**config.mk**
```make
export PLATFORM = sky130hd
export DESIGN_NAME = booth_seq_mult
export DESIGN_NICKNAME = d
export VERILOG_FILES = /design/src/rtl/booth_seq_mult.sv
export SDC_FILE = /design/constraint.sdc
export NUM_CORES = 1
export LEC_CHECK = 0
export BUFFER_PORTS_ARGS = -buffer_cell sky130_fd_sc_hd__clkbuf_2
export CORE_MARGIN = 5
export CORE_UTILIZATION = 65
export CTS_BUF_LIST = sky130_fd_sc_hd__clkbuf_8
export DETAILED_ROUTE_END_ITERATION = 10
export HOLD_SLACK_MARGIN = 0.08
export PLACE_DENSITY_LB_ADDON = 0.2
export SLEW_MARGIN = 30
export SYNTH_ARGS = -nofsm -noshare
export SYNTH_HDL_FRONTEND = slang
export SYNTH_SLANG_ARGS = --single-unit
```
**constraint.sdc**
```tcl
create_clock -name clk -period 5.3 [get_ports clk]
set_input_delay 0.265 -clock clk [delete_from_list [all_inputs] [get_ports clk]]
set_output_delay 0.265 -clock clk [all_outputs]
set_load 0.01 [all_outputs]
```
**src/rtl/booth_seq_mult.sv**
```systemverilog
// Sequential signed Booth multiplier: one recoded digit per clock, start/done handshake.
// Define BOOTH_SEQ_RADIX8_EN for radix-8 recoding with a one-cycle 3a precompute state.
module booth_seq_mult #(
    parameter int WIDTH = 16
) (
    input  logic               clk,
    input  logic               rst,
    input  logic               start,
    input  logic [WIDTH-1:0]   a,
    input  logic [WIDTH-1:0]   b,
    output logic               ready,
    output logic               busy,
    output logic               done,
    output logic [2*WIDTH-1:0] product
);
`ifdef BOOTH_SEQ_RADIX8_EN
    localparam int SH     = 3;
    localparam int NSTEPS = (WIDTH + 2) / 3;
    localparam int GW     = 4;
    typedef enum logic [1:0] {IDLE, PRECOMP, RUN, DONE} state_t;
`else
    localparam int SH     = 2;
    localparam int NSTEPS = WIDTH / 2;
    localparam int GW     = 3;
    typedef enum logic [1:0] {IDLE, RUN, DONE} state_t;
`endif
    localparam int PP_W  = WIDTH + SH;
    localparam int POS   = SH * NSTEPS;
    localparam int ACC_W = POS + PP_W;
    localparam int GR_W  = SH * NSTEPS + 1;
    localparam int CW    = $clog2(NSTEPS + 1);

    state_t                   state;
    logic signed [WIDTH-1:0]  a_q;
    logic signed [GR_W-1:0]   grp;
    logic signed [ACC_W-1:0]  acc;
    logic [CW-1:0]            cnt;
    logic signed [GR_W-2:0]   b_ext;
    logic signed [PP_W-1:0]   a1, a2, pp;
    logic signed [ACC_W-1:0]  acc_sum, acc_nxt;

    assign b_ext = (GR_W-1)'($signed(b));
    assign a1    = PP_W'(a_q);
    assign a2    = a1 <<< 1;

`ifdef BOOTH_SEQ_RADIX8_EN
    logic signed [PP_W-1:0] a3, a4;
    assign a4 = a1 <<< 2;

    always_comb begin
        pp = '0;
        case (grp[GW-1:0])
            4'b0001, 4'b0010: pp = a1;
            4'b0011, 4'b0100: pp = a2;
            4'b0101, 4'b0110: pp = a3;
            4'b0111:          pp = a4;
            4'b1000:          pp = -a4;
            4'b1001, 4'b1010: pp = -a3;
            4'b1011, 4'b1100: pp = -a2;
            4'b1101, 4'b1110: pp = -a1;
            default:          pp = '0;
        endcase
    end
`else
    always_comb begin
        pp = '0;
        case (grp[GW-1:0])
            3'b001, 3'b010: pp = a1;
            3'b011:         pp = a2;
            3'b100:         pp = -a2;
            3'b101, 3'b110: pp = -a1;
            default:        pp = '0;
        endcase
    end
`endif

    // PP lands at bit POS so that after NSTEPS shifts of SH the result sits at bit 0.
    assign acc_sum = acc + (ACC_W'(pp) <<< POS);
    assign acc_nxt = acc_sum >>> SH;

    always_ff @(posedge clk) begin
        if (rst) begin
            state   <= IDLE;
            a_q     <= '0;
            grp     <= '0;
            acc     <= '0;
            cnt     <= '0;
            ready   <= 1'b1;
            busy    <= 1'b0;
            done    <= 1'b0;
            product <= '0;
`ifdef BOOTH_SEQ_RADIX8_EN
            a3      <= '0;
`endif
        end else begin
            done <= 1'b0;
            case (state)
                IDLE, DONE: begin
                    if (start) begin
                        a_q   <= a;
                        grp   <= {b_ext, 1'b0};
                        cnt   <= '0;
                        acc   <= '0;
                        ready <= 1'b0;
                        busy  <= 1'b1;
`ifdef BOOTH_SEQ_RADIX8_EN
                        state <= PRECOMP;
`else
                        state <= RUN;
`endif
                    end else begin
                        ready <= 1'b1;
                        busy  <= 1'b0;
                        state <= IDLE;
                    end
                end
`ifdef BOOTH_SEQ_RADIX8_EN
                PRECOMP: begin
                    a3    <= a1 + a2;
                    state <= RUN;
                end
`endif
                RUN: begin
                    acc <= acc_nxt;
                    grp <= grp >>> SH;
                    cnt <= cnt + 1'b1;
                    if (cnt == CW'(NSTEPS - 1)) begin
                        product <= acc_nxt[2*WIDTH-1:0];
                        done    <= 1'b1;
                        ready   <= 1'b1;
                        busy    <= 1'b0;
                        state   <= DONE;
                    end
                end
                default: state <= IDLE;
            endcase
        end
    end
endmodule

```
# After elaboration in Yosys (flattened, before gate mapping)
# Index checks and enable logic that the tools add are counted.
# word_totals
reg_bits,108
inputBits,35
out_inout_bits,35
wordCells,54
# op_classes
add_sub_neg,4
eq_ne,11
muxes,17
bitwise_logic,1
reduce_logical,11
# ops
operator,n
one-hot mux 18 bit (4 select lines),1
one-hot mux 34 bit (2 select lines),1
adder 34 bit,1
2-to-1 mux 34 bit,1
one-hot mux 17 bit (2 select lines),1
negator 16 -> 18 bit,1
negator 17 -> 18 bit,1
2-to-1 mux 17 bit,1
"== test 3 bit, second input constant",3
one-hot mux 4 bit (2 select lines),1
AND reduction 2 bit,4
OR reduction 2 bit,4
"== test 3 x 2 -> 1 bit, second input constant",2
2-to-1 mux 1 bit,6
"adder 4 x 1 -> 4 bit, second input constant",1
"== test 4 x 3 -> 1 bit, second input constant",1
2-to-1 mux 4 bit,1
"!= test 2 bit, second input constant",2
one-hot mux 1 bit (2 select lines),2
one-hot mux 2 bit (2 select lines),1
"== test 3 x 1 -> 1 bit, second input constant",1
AND reduction 3 bit,1
"== test 2 x 1 -> 1 bit, second input constant",1
"== test 2 bit, second input constant",1
other kinds (4),4

# Depth between registers and ports, before layout
# Gate-level depths: netlist of run 1.
# logic_depth
ltp_word,5
depth_mapped,18

# Least setup slack after synthesis of run 1
# OpenSTA, ideal clock, no wires.
# synth_path
path_kind,register to register
from,reg a_q[0]
to,reg product[31]
setup_time_ps,135
t_arrival_ps,3490
path_slack_ps,1675
stages_incl_launch_ff,18
path_buffers,0
path_cell_list,dfxtp_1 inv_1 ha_1 or4b_4 nor3_4 nand2_1 xor2_1 nor2_1 a21oi_1 mux4_2 ha_1 nand2_1 o21ai_0 o21a_1 o21a_1 a311oi_1 xnor2_1 a211oi_2
# synth_via
elab_chain_cells,3
# synth_rtl
item,line_no,text
start: declaration,34,logic signed [WIDTH-1:0] a_q;
start signal: assignment,84,a_q <= '0;
start signal: assignment,100,a_q <= a;
negator 17 -> 18 bit or negator 16 -> 18 bit (tied branches),"70, 71",
one-hot mux 18 bit (4 select lines) (*),67,case (grp[GW-1:0])
adder 34 bit (*),78,assign acc_sum = acc + (ACC_W'(pp) <<< POS);
end signal: assignment,128,product <= acc_nxt[2*WIDTH-1:0];
end: declaration,14,output logic [2*WIDTH-1:0] product
# Mark *: on every way between the ends. The rest lies on a longest branch, timed or not.
# A chain may end at the register's enable or synchronous reset.

# Worst setup path after layout of run 1
# layout_path
from,reg a_q[0]
to,reg product[30]
# Same word-level chain as after synthesis.

==> flow_metrics.env, run 1 <==
export IMPL_antenna_left=0
export IMPL_die_y_um=102
export IMPL_gp_congestion=0.918
export IMPL_cts_root_buf="clkbuf_8"
export IMPL_cts_tree="done"
export IMPL_fin_nets=790
export IMPL_p_per_area_mw_per_mm2=266
export IMPL_period_share=0.778
export IMPL_seq_area_frac_synth=0.378
export IMPL_p_leak_nw=2.46
export IMPL_cp_max_fo=6
export IMPL_tightest_slew_ps=927
export IMPL_clk_pin_slew_ps=110
export IMPL_worst_ep_required_time_ps=5600
export IMPL_period_needed_ps=4130
export IMPL_drt_initial_drc_count=332
export IMPL_ys_ff_latch=104
export IMPL_wl_per_cell_um=16.0
export IMPL_hold_viol_final=0
export IMPL_rsz0062_at_grt="false"
export IMPL_vias=5040
export IMPL_drc_errors=0
export IMPL_cts_buffers=9
export IMPL_peakVddDrop_uv=244
export IMPL_skew_ps=9.85
export IMPL_antenna_found_initial=0
export IMPL_area_growth_pct=10.3
export IMPL_synth_cell_types=57
export IMPL_slew_headroom=0.382
export IMPL_grt_total_usage=0.268
export IMPL_cts_resized_gates=0
export IMPL_core_region_area_mm2=0.00826
export IMPL_max_clock_freq_mhz=242
export IMPL_synth_top_area_cell="dfxtp_1"
export IMPL_cts_setup_buffers=0
export IMPL_antenna_cells=0
export IMPL_drive_gt1_frac=0.158
export IMPL_routed_wl_um=13500
export IMPL_clock_latency_ps=380
export IMPL_fp_dieW_um=102
export IMPL_syn_nets=752
export IMPL_die_area_mm2=0.0104
export IMPL_finalPower_mw=1.62
export IMPL_yosys_most_used_dff="dfxtp_1"
export IMPL_row_count=33
export IMPL_place_port_buffers=69
export IMPL_grt_pass1_vias=4687
export IMPL_dp_final_hpwl_um=9310
export IMPL_outcome="finished, final reports clean"
export IMPL_dr_pass1_iters=7
export IMPL_clockBufferDepth=2
export IMPL_ys_async_sr_fraction=0
export IMPL_vias_per_cell=5.96
export IMPL_yosys_area_top_type_share=0.378
export IMPL_syn_area_per_cell_um2=7.91
export IMPL_syn_inst=697
export IMPL_grt_max_degree=67
export IMPL_crit_type="flip-flop to flip-flop"
export IMPL_start_util=0.668
export IMPL_synth_edf_count=0
export IMPL_ys_top_cells_by_count="nand2_1 (134), dfxtp_1 (104), a21oi_1 (79)"
export IMPL_syn_area_mm2=0.00551
export IMPL_slew_viol_final=0
export IMPL_startpoint_type="flip-flop"
export IMPL_cts_htree_levels=3
export IMPL_tns_ps=0
export IMPL_cap_violations=0
export IMPL_ios=70
export IMPL_hold_buffers=3
export IMPL_hold_path_class="primary input to flip-flop"
export IMPL_cp_end_kind="flip-flop"
export IMPL_yosysMostFrequentCell="nand2_1"
export IMPL_ys_warn_count=0
export IMPL_grt_overflow_total=0
export IMPL_worstPathArrival_ps=4420
export IMPL_cts_sinks=104
export IMPL_setup_viol=0
export IMPL_grt_pass1_wl_um=22400
export IMPL_synth_area_top_cells="dfxtp_1 (38%), nand2_1 (9.1%), a21oi_1 (7.2%), a22oi_1 (5.6%), nor2_1 (4.7%)"
==> per-layer routing <==
metal / part of all wire / track usage / vias to the layer above / wire length [um]
li1: - / - / 2515 / -
met1: 0.45 / 0.352 / 2380 / 6030
met2: 0.48 / 0.436 / 117 / 6440
met3: 0.052 / 0.0587 / 28 / 708
met4: 0.023 / 0.0928 / 0 / 313
met5: 0 / 0 / - / 0
==> final timing paths <==
kind                            start                       end  slack [ps]  cells after the start
max               a_q[0]$_SDFFE_PP0P_  product[30]$_SDFFE_PP0P_        1170                     17
min                             a[10]      a_q[10]$_SDFFE_PP0P_          90                      3
max reg2reg       a_q[0]$_SDFFE_PP0P_  product[30]$_SDFFE_PP0P_        1170                     17
min reg2reg  product[14]$_SDFFE_PP0P_  product[14]$_SDFFE_PP0P_         460                      2
==> cells in the final DEF (no fill, tap or decap), types with 3 or more instances in the layout <==
cell	count
a211oi_1	13
a22oi_1	41
dfxtp_1	103
clkbuf_2	68
xnor2_1	19
o21ai_0	18
inv_1	7
a21o_1	8
o21a_1	7
and2_1	6
nand2b_1	11
a31oi_1	8
nand3_1	5
clkbuf_8	9
nand2_1	134
ha_1	19
nor2_1	67
mux2_2	6
nand3b_1	3
nor2b_1	4
a22o_1	7
xor2_1	18
a221oi_1	5
a21oi_1	79
nor2_2	3
nor3_1	7
dlygate4sd3_1	3
buf_4	9
o211ai_1	5
==> metrics by stage <==
step / instances / hold WS, ps / instance area, um2 / worst slack, ps / utilization
CTS: 845 / 83.1 / 6080 / 1200 / 0.736
floorplan: 697 / 401 / 5510 / 1670 / -
finish: 845 / 93.2 / 6080 / 1170 / 0.736
global route: 845 / 83.3 / 6080 / 829 / 0.736
detailed placement: 826 / 445 / 5860 / 1260 / 0.710
global placement: 826 / 441 / 5850 / 1340 / 0.709
==> cell families (layout without fill, tap and decap cells) <==
| kind of cell | after synthesis | in the layout | share of synthesized area |
|---|---|---|---|
| AOI/OAI and AO/OA | 209 | 209 | 0.246 |
| adders and majority gates | 20 | 20 | 0.0467 |
| buffers and inverters | 60 | 103 | 0.0429 |
| and+or+nand+nor | 258 | 258 | 0.206 |
| xor gates and xnor gates | 37 | 37 | 0.0588 |
| DFF | 104 | 104 | 0.378 |
| muxes | 9 | 9 | 0.0222 |
==> state kept, by name, indices dropped and copies added, names as in the netlist, 2 cells and up <==
name     cells
product     32
acc         30
grp         17
a_q         16
cnt          4
state        2
==> critical path: stages, from the launching register on <==
cell and delay, ps:
dfxtp_1 370, inv_1 70, ha_1 200, or4b_4 520, nor3_4 270, nand2_1 130, xor2_1 160, nor2_1 90
a21oi_1 50, mux4_2 470, ha_1 360, a21o_1 210, a211o_1 310, a211oi_1 220, a211oi_1 130, xor2_1 240
nor2_1 70, nor3_1 160
==> final cells by class <==
class,count,area (um2)
Inverter,6,22.5
Sequential cell,104,2080
Clock buffer,9,124
Timing Repair Buffer,81,443
Fill cell,668,2180
Tap cell,105,131
Clock inverter,7,66.3
Multi-Input combinational cell,533,3210
==> power by group <==
| group | internal [mW] | switching, mW |
|---|---|---|
| combinational | 0.118 | 0.180 |
| sequential | 0.805 | 0.0334 |
| clock | 0.182 | 0.300 |
Power figures use the tool's default switching activity.
==> inputs of run 2 (changes only) <==
Settings changed: CORE_UTILIZATION 65 to 54.
Clock period 5.3 ns to 3.6 ns, I/O delays scaled along.
==> run 2 against run 1 <==
The flow now finishes with violations (negative setup slack); core utilization down 3.3 points; global-route usage down 2.9 points; clock power up 64%; sequential cell count unchanged; highest routed layer unchanged; power up 59%; maximum frequency up 12%; critical endpoint is now product[31]$_SDFFE_PP0P_; sequential power up 45%.
==> flow_metrics.env, run 2 (synthesized netlist as in run 1, its figures left out) <==
export IMPL_outcome="finished with violations"
export IMPL_violations="negative setup slack"
export IMPL_die_area_mm2=0.0123
export IMPL_fillCellCount=821
export IMPL_cp_end_kind="flip-flop"
export IMPL_hold_path_class="primary input to flip-flop"
export IMPL_row_count=36
export IMPL_place_port_buffers=69
export IMPL_finalPower_mw=2.58
export IMPL_dp_final_hpwl_um=10300
export IMPL_startpoint_type="flip-flop"
export IMPL_period_share=1.02
export IMPL_reg_top3="product (32), acc (30), grp (17)"
export IMPL_slew_headroom=0.378
export IMPL_tightest_slew_ps=933
export IMPL_drive_gt1_frac=0.236
export IMPL_largest_reg_flops=32
export IMPL_cts_buffers=9
export IMPL_drc_errors=0
export IMPL_hold_depth=3
export IMPL_slew_viol_final=0
export IMPL_grt_pass1_wl_um=24500
export IMPL_cap_violations=0
export IMPL_rrSetupSlack_ps=-70
export IMPL_vias=5392
export IMPL_drt_initial_drc_count=348
export IMPL_dr_pass1_iters=6
export IMPL_grt_total_usage=0.238
export IMPL_hold_path_endpoint="grp[12]$_SDFFE_PP0P_"
export IMPL_grt_overflow_total=0
export IMPL_wl_per_cell_um=15.7
export IMPL_worstPathArrival_ps=3930
export IMPL_core_region_area_mm2=0.00986
export IMPL_largest_register="product"
export IMPL_final_cells=947
export IMPL_clk_pin_slew_ps=100
export IMPL_grt_pass1_vias=5152
export IMPL_fin_nets=864
export IMPL_worst_ep_required_time_ps=3860
export IMPL_antenna_left=0
export IMPL_setup_viol=9
export IMPL_die_y_um=111
export IMPL_gp_congestion=0.903
export IMPL_max_clock_freq_mhz=273
export IMPL_multiInputGateArea_mm2=0.00338
export IMPL_hold_viol_final=0
export IMPL_cts_tree="done"
export IMPL_cts_htree_levels=3
export IMPL_utilization=0.704
export IMPL_rsz0062_at_grt="true"
export IMPL_skew_ps=8.90
export IMPL_dp_cells=897
export IMPL_cts_sinks=104
export IMPL_fp_dieW_um=111
export IMPL_period_needed_ps=3670
export IMPL_p_leak_nw=2.86
export IMPL_routed_wl_um=14900
export IMPL_setup_slack_ps=-69.7
export IMPL_cp_max_fo=4
export IMPL_dpl_worst_slack_ps=-150
export IMPL_layout_common_cells="nand2_1 (133), dfxtp_1 (103), a21oi_1 (73)"
export IMPL_r2r_start="a_q[0]$_SDFFE_PP0P_"
export IMPL_cts_root_buf="clkbuf_8"
export IMPL_holdWs_ps=103
export IMPL_antenna_found_initial=0
export IMPL_antenna_cells=0
export IMPL_ios=70
export IMPL_min_delay_start="b[11]"
export IMPL_vias_per_cell=5.69
export IMPL_area_growth_pct=25.9
export IMPL_p_per_area_mw_per_mm2=371
export IMPL_seq_area_mm2=0.00208
export IMPL_rr_endpoint="product[31]$_SDFFE_PP0P_"
export IMPL_mostFrequentLayoutCell="nand2_1"
export IMPL_r2r_cells=15
export IMPL_crit_type="flip-flop to flip-flop"
export IMPL_clock_latency_ps=390
export IMPL_peakVddDrop_uv=604
export IMPL_start_util=0.559
export IMPL_grt_max_degree=53
export IMPL_clockBufferDepth=2
## run 2: power by group
part / switching [mW] / internal [mW] / leakage (nW)
logic: 0.313 / 0.257 / 1.91
registers: 0.0318 / 1.19 / 0.845
clock network: 0.451 / 0.337 / 0.101
total: 0.796 / 1.78 / 2.86
## run 2: worst max-delay path, cell delays in order (launching register included)
cell and delay, ps:
dfxtp_2 340, inv_2 60, ha_4 120, or4b_4 500, or4_4 460, xnor2_2 130
o21ai_1 70, mux4_2 490, ha_4 320, o21ai_1 80, a21oi_2 200, o41ai_4 110
nor2_2 180, a311oi_2 130, xnor2_1 260, a211oi_2 100
## run 2: worst max-delay path by stage
stage / cells after the start / end / startpoint
final: 15 / product[31]$_SDFFE_PP0P_ / a_q[0]$_SDFFE_PP0P_
after global routing: 19 / product[24]$_SDFFE_PP0P_ / a_q[0]$_SDFFE_PP0P_
after CTS: 15 / product[30]$_SDFFE_PP0P_ / a_q[0]$_SDFFE_PP0P_
after detailed placement: 15 / product[30]$_SDFFE_PP0P_ / a_q[0]$_SDFFE_PP0P_
after global placement: 13 / acc[29]$_SDFFE_PP0P_ / a_q[0]$_SDFFE_PP0P_
after floorplan: 13 / acc[29]$_SDFFE_PP0P_ / a_q[0]$_SDFFE_PP0P_
## run 2: final cells by class
type	instances	share of cell area
clock buffer	9	0.0178
clock inverter	7	0.0126
inverter	6	0.00324
multi-input combinational	533	0.487
sequential	104	0.300
tap	133	0.0240
timing repair buffer	155	0.156
## run 2: layer usage
layer / part of all wire / global-route usage / vias to the layer above
li1: - / - / 2665
met1: 0.45 / 0.297 / 2581
met2: 0.49 / 0.416 / 123
met3: 0.047 / 0.0568 / 23
met4: 0.016 / 0.0584 / 0
met5: 0 / 0 / -
## run 2: per-stage QoR
step	instance area [um2]	setup TNS (ps)
6_report	6940	-347
3_3_place_gp	6260	-286
2_1_floorplan	5550	0
5_1_grt	6940	-3100
4_1_cts	6840	-194
3_5_place_dp	6260	-1290
## run 2: what timing repair did
item,CTS,global route
cloned,0,0
pin swaps,11,9
hold endpoints to repair,29,2
hold buffers,29,2
gates resized for setup,19,16
endpoints found under the setup margin,14,17
setup buffers,1,2
==> inputs of run 3 (changes only) <==
Settings changed: CORE_UTILIZATION 54 to 30.
==> run 3 against run 2 <==
The run still ends with negative setup slack left; cell count increased by 14%; cell area is 7.0% higher; non-clock buffer count grew 36; clock power is 4.7% higher.
==> flow_metrics.env, run 3 (synthesized netlist as in run 1, its figures left out) <==
export IMPL_slew_headroom=0.386
export IMPL_vias_per_cell=5.06
export IMPL_p_leak_nw=3.06
export IMPL_rsz0062_at_grt="true"
export IMPL_antenna_cells=0
export IMPL_cts_htree_levels=3
export IMPL_violations="negative setup slack"
export IMPL_core_region_area_mm2=0.0180
export IMPL_drt_initial_drc_count=361
export IMPL_mostFrequentLayoutCell="nand2_1"
export IMPL_startpoint_type="flip-flop"
export IMPL_grt_max_degree=48
export IMPL_skew_ps=18.8
export IMPL_period_share=1.05
export IMPL_start_util=0.306
export IMPL_cp_end_kind="flip-flop"
export IMPL_die_y_um=146
export IMPL_grt_pass1_vias=5307
export IMPL_grt_pass1_wl_um=26500
export IMPL_die_area_mm2=0.0212
export IMPL_hold_path_class="primary input to flip-flop"
export IMPL_layout_common_cells="nand2_1 (133), dfxtp_1 (102), buf_4 (87)"
export IMPL_largest_register="product"
export IMPL_grt_overflow_total=0
export IMPL_grt_total_usage=0.150
export IMPL_setup_slack_ps=-178
export IMPL_hold_viol_final=0
export IMPL_worstPathArrival_ps=4120
export IMPL_row_count=49
export IMPL_place_port_buffers=69
export IMPL_clock_latency_ps=410
export IMPL_min_delay_start="rst"
export IMPL_p_per_area_mw_per_mm2=360
export IMPL_cts_root_buf="clkbuf_8"
export IMPL_tightest_slew_ps=921
export IMPL_cp_max_fo=4
export IMPL_cts_buffers=9
export IMPL_r2r_start="a_q[1]$_SDFFE_PP0P_"
export IMPL_gp_congestion=0.861
export IMPL_cap_violations=0
export IMPL_wl_per_cell_um=15.1
export IMPL_drive_gt1_frac=0.280
export IMPL_outcome="finished with violations"
export IMPL_worst_ep_required_time_ps=3940
export IMPL_antenna_found_initial=0
export IMPL_final_cells=1079
export IMPL_cts_sinks=104
export IMPL_dp_cells=1020
export IMPL_peakVddDrop_uv=284
export IMPL_cts_tree="done"
export IMPL_setup_viol=8
export IMPL_max_clock_freq_mhz=265
export IMPL_reg_top3="product (32), acc (30), grp (17)"
export IMPL_routed_wl_um=16300
export IMPL_ios=70
export IMPL_finalPower_mw=2.67
export IMPL_fin_nets=900
export IMPL_startpoint="a_q[1]$_SDFFE_PP0P_"
export IMPL_antenna_left=0
export IMPL_clk_pin_slew_ps=120
export IMPL_clockBufferDepth=2
export IMPL_vias=5455
export IMPL_drc_errors=0
export IMPL_slew_viol_final=0
export IMPL_holdWs_ps=234
export IMPL_fp_dieW_um=146
export IMPL_period_needed_ps=3780
export IMPL_largest_reg_flops=32
export IMPL_area_growth_pct=34.8
export IMPL_fillCellCount=1869
export IMPL_dp_final_hpwl_um=11600
export IMPL_crit_type="flip-flop to flip-flop"
export IMPL_dr_pass1_iters=4
==> run 3: final timing paths <==
check	to	slack, ps	depth (start not counted)
max	product[30]$_SDFFE_PP0P_	-180	18
min	acc[22]$_SDFFE_PP0P_	230	2
max reg2reg	product[30]$_SDFFE_PP0P_	-180	18
min reg2reg	product[12]$_SDFFE_PP0P_	460	2
==> run 3: stage by stage <==
step,area (um2),setup TNS (ps),worst slack (ps),util
2_1_floorplan,5550,0,6.68,-
6_report,7430,-541,-178,0.412
5_1_grt,7430,-2530,-306,0.412
3_5_place_dp,6590,-2880,-300,0.365
4_1_cts,7230,-1150,-136,0.401
3_3_place_gp,6590,-1430,-184,0.365
==> run 3: cell type report <==
cell class / count / area, um2 / share of cell area
multi-input combinational: 533 / 3450 / 0.465
sequential: 104 / 2080 / 0.280
timing repair buffer: 191 / 1370 / 0.184
tap: 229 / 287 / 0.0386
clock buffer: 9 / 124 / 0.0167
clock inverter: 7 / 92.6 / 0.0125
inverter: 6 / 22.5 / 0.00303
==> run 3: timing repair <==
item,CTS,global route
pin swaps,17,31
gates resized for setup,23,32
hold endpoints to repair,32,0
buffers inserted,5,6
endpoints found under the setup margin,16,18
hold buffers,32,0
==> run 3: worst max-delay path, cell delays in order, from the launching register on <==
cell,delay [ps]
dfxtp_2,340
inv_2,60
ha_4,130
or4b_4,490
buf_6,150
nor3_4,130
nand2_1,100
xor2_1,140
nor2_1,80
a21oi_1,40
mux4_2,520
ha_4,270
a21o_1,170
a211o_1,290
a211oi_2,230
a211oi_2,100
xor2_1,220
nor2_1,70
nor3_2,180
==> run 3: report_power, final <==
part	internal [mW]	leakage [nW]	switching, mW	total, mW
sequential	1.19	0.845	0.0304	1.22
combinational	0.303	2.11	0.329	0.632
clock	0.341	0.109	0.485	0.826
==> run 3: metal layers <==
| layer | GRT usage | wire length [um] | vias up |
|---|---|---|---|
| li1 | - | - | 2738 |
| met2 | 0.250 | 7610 | 112 |
| met3 | 0.0246 | 534 | 28 |
| met1 | 0.194 | 7740 | 2577 |
| met4 | 0.0602 | 394 | 0 |
| met5 | 0 | 0 | - |
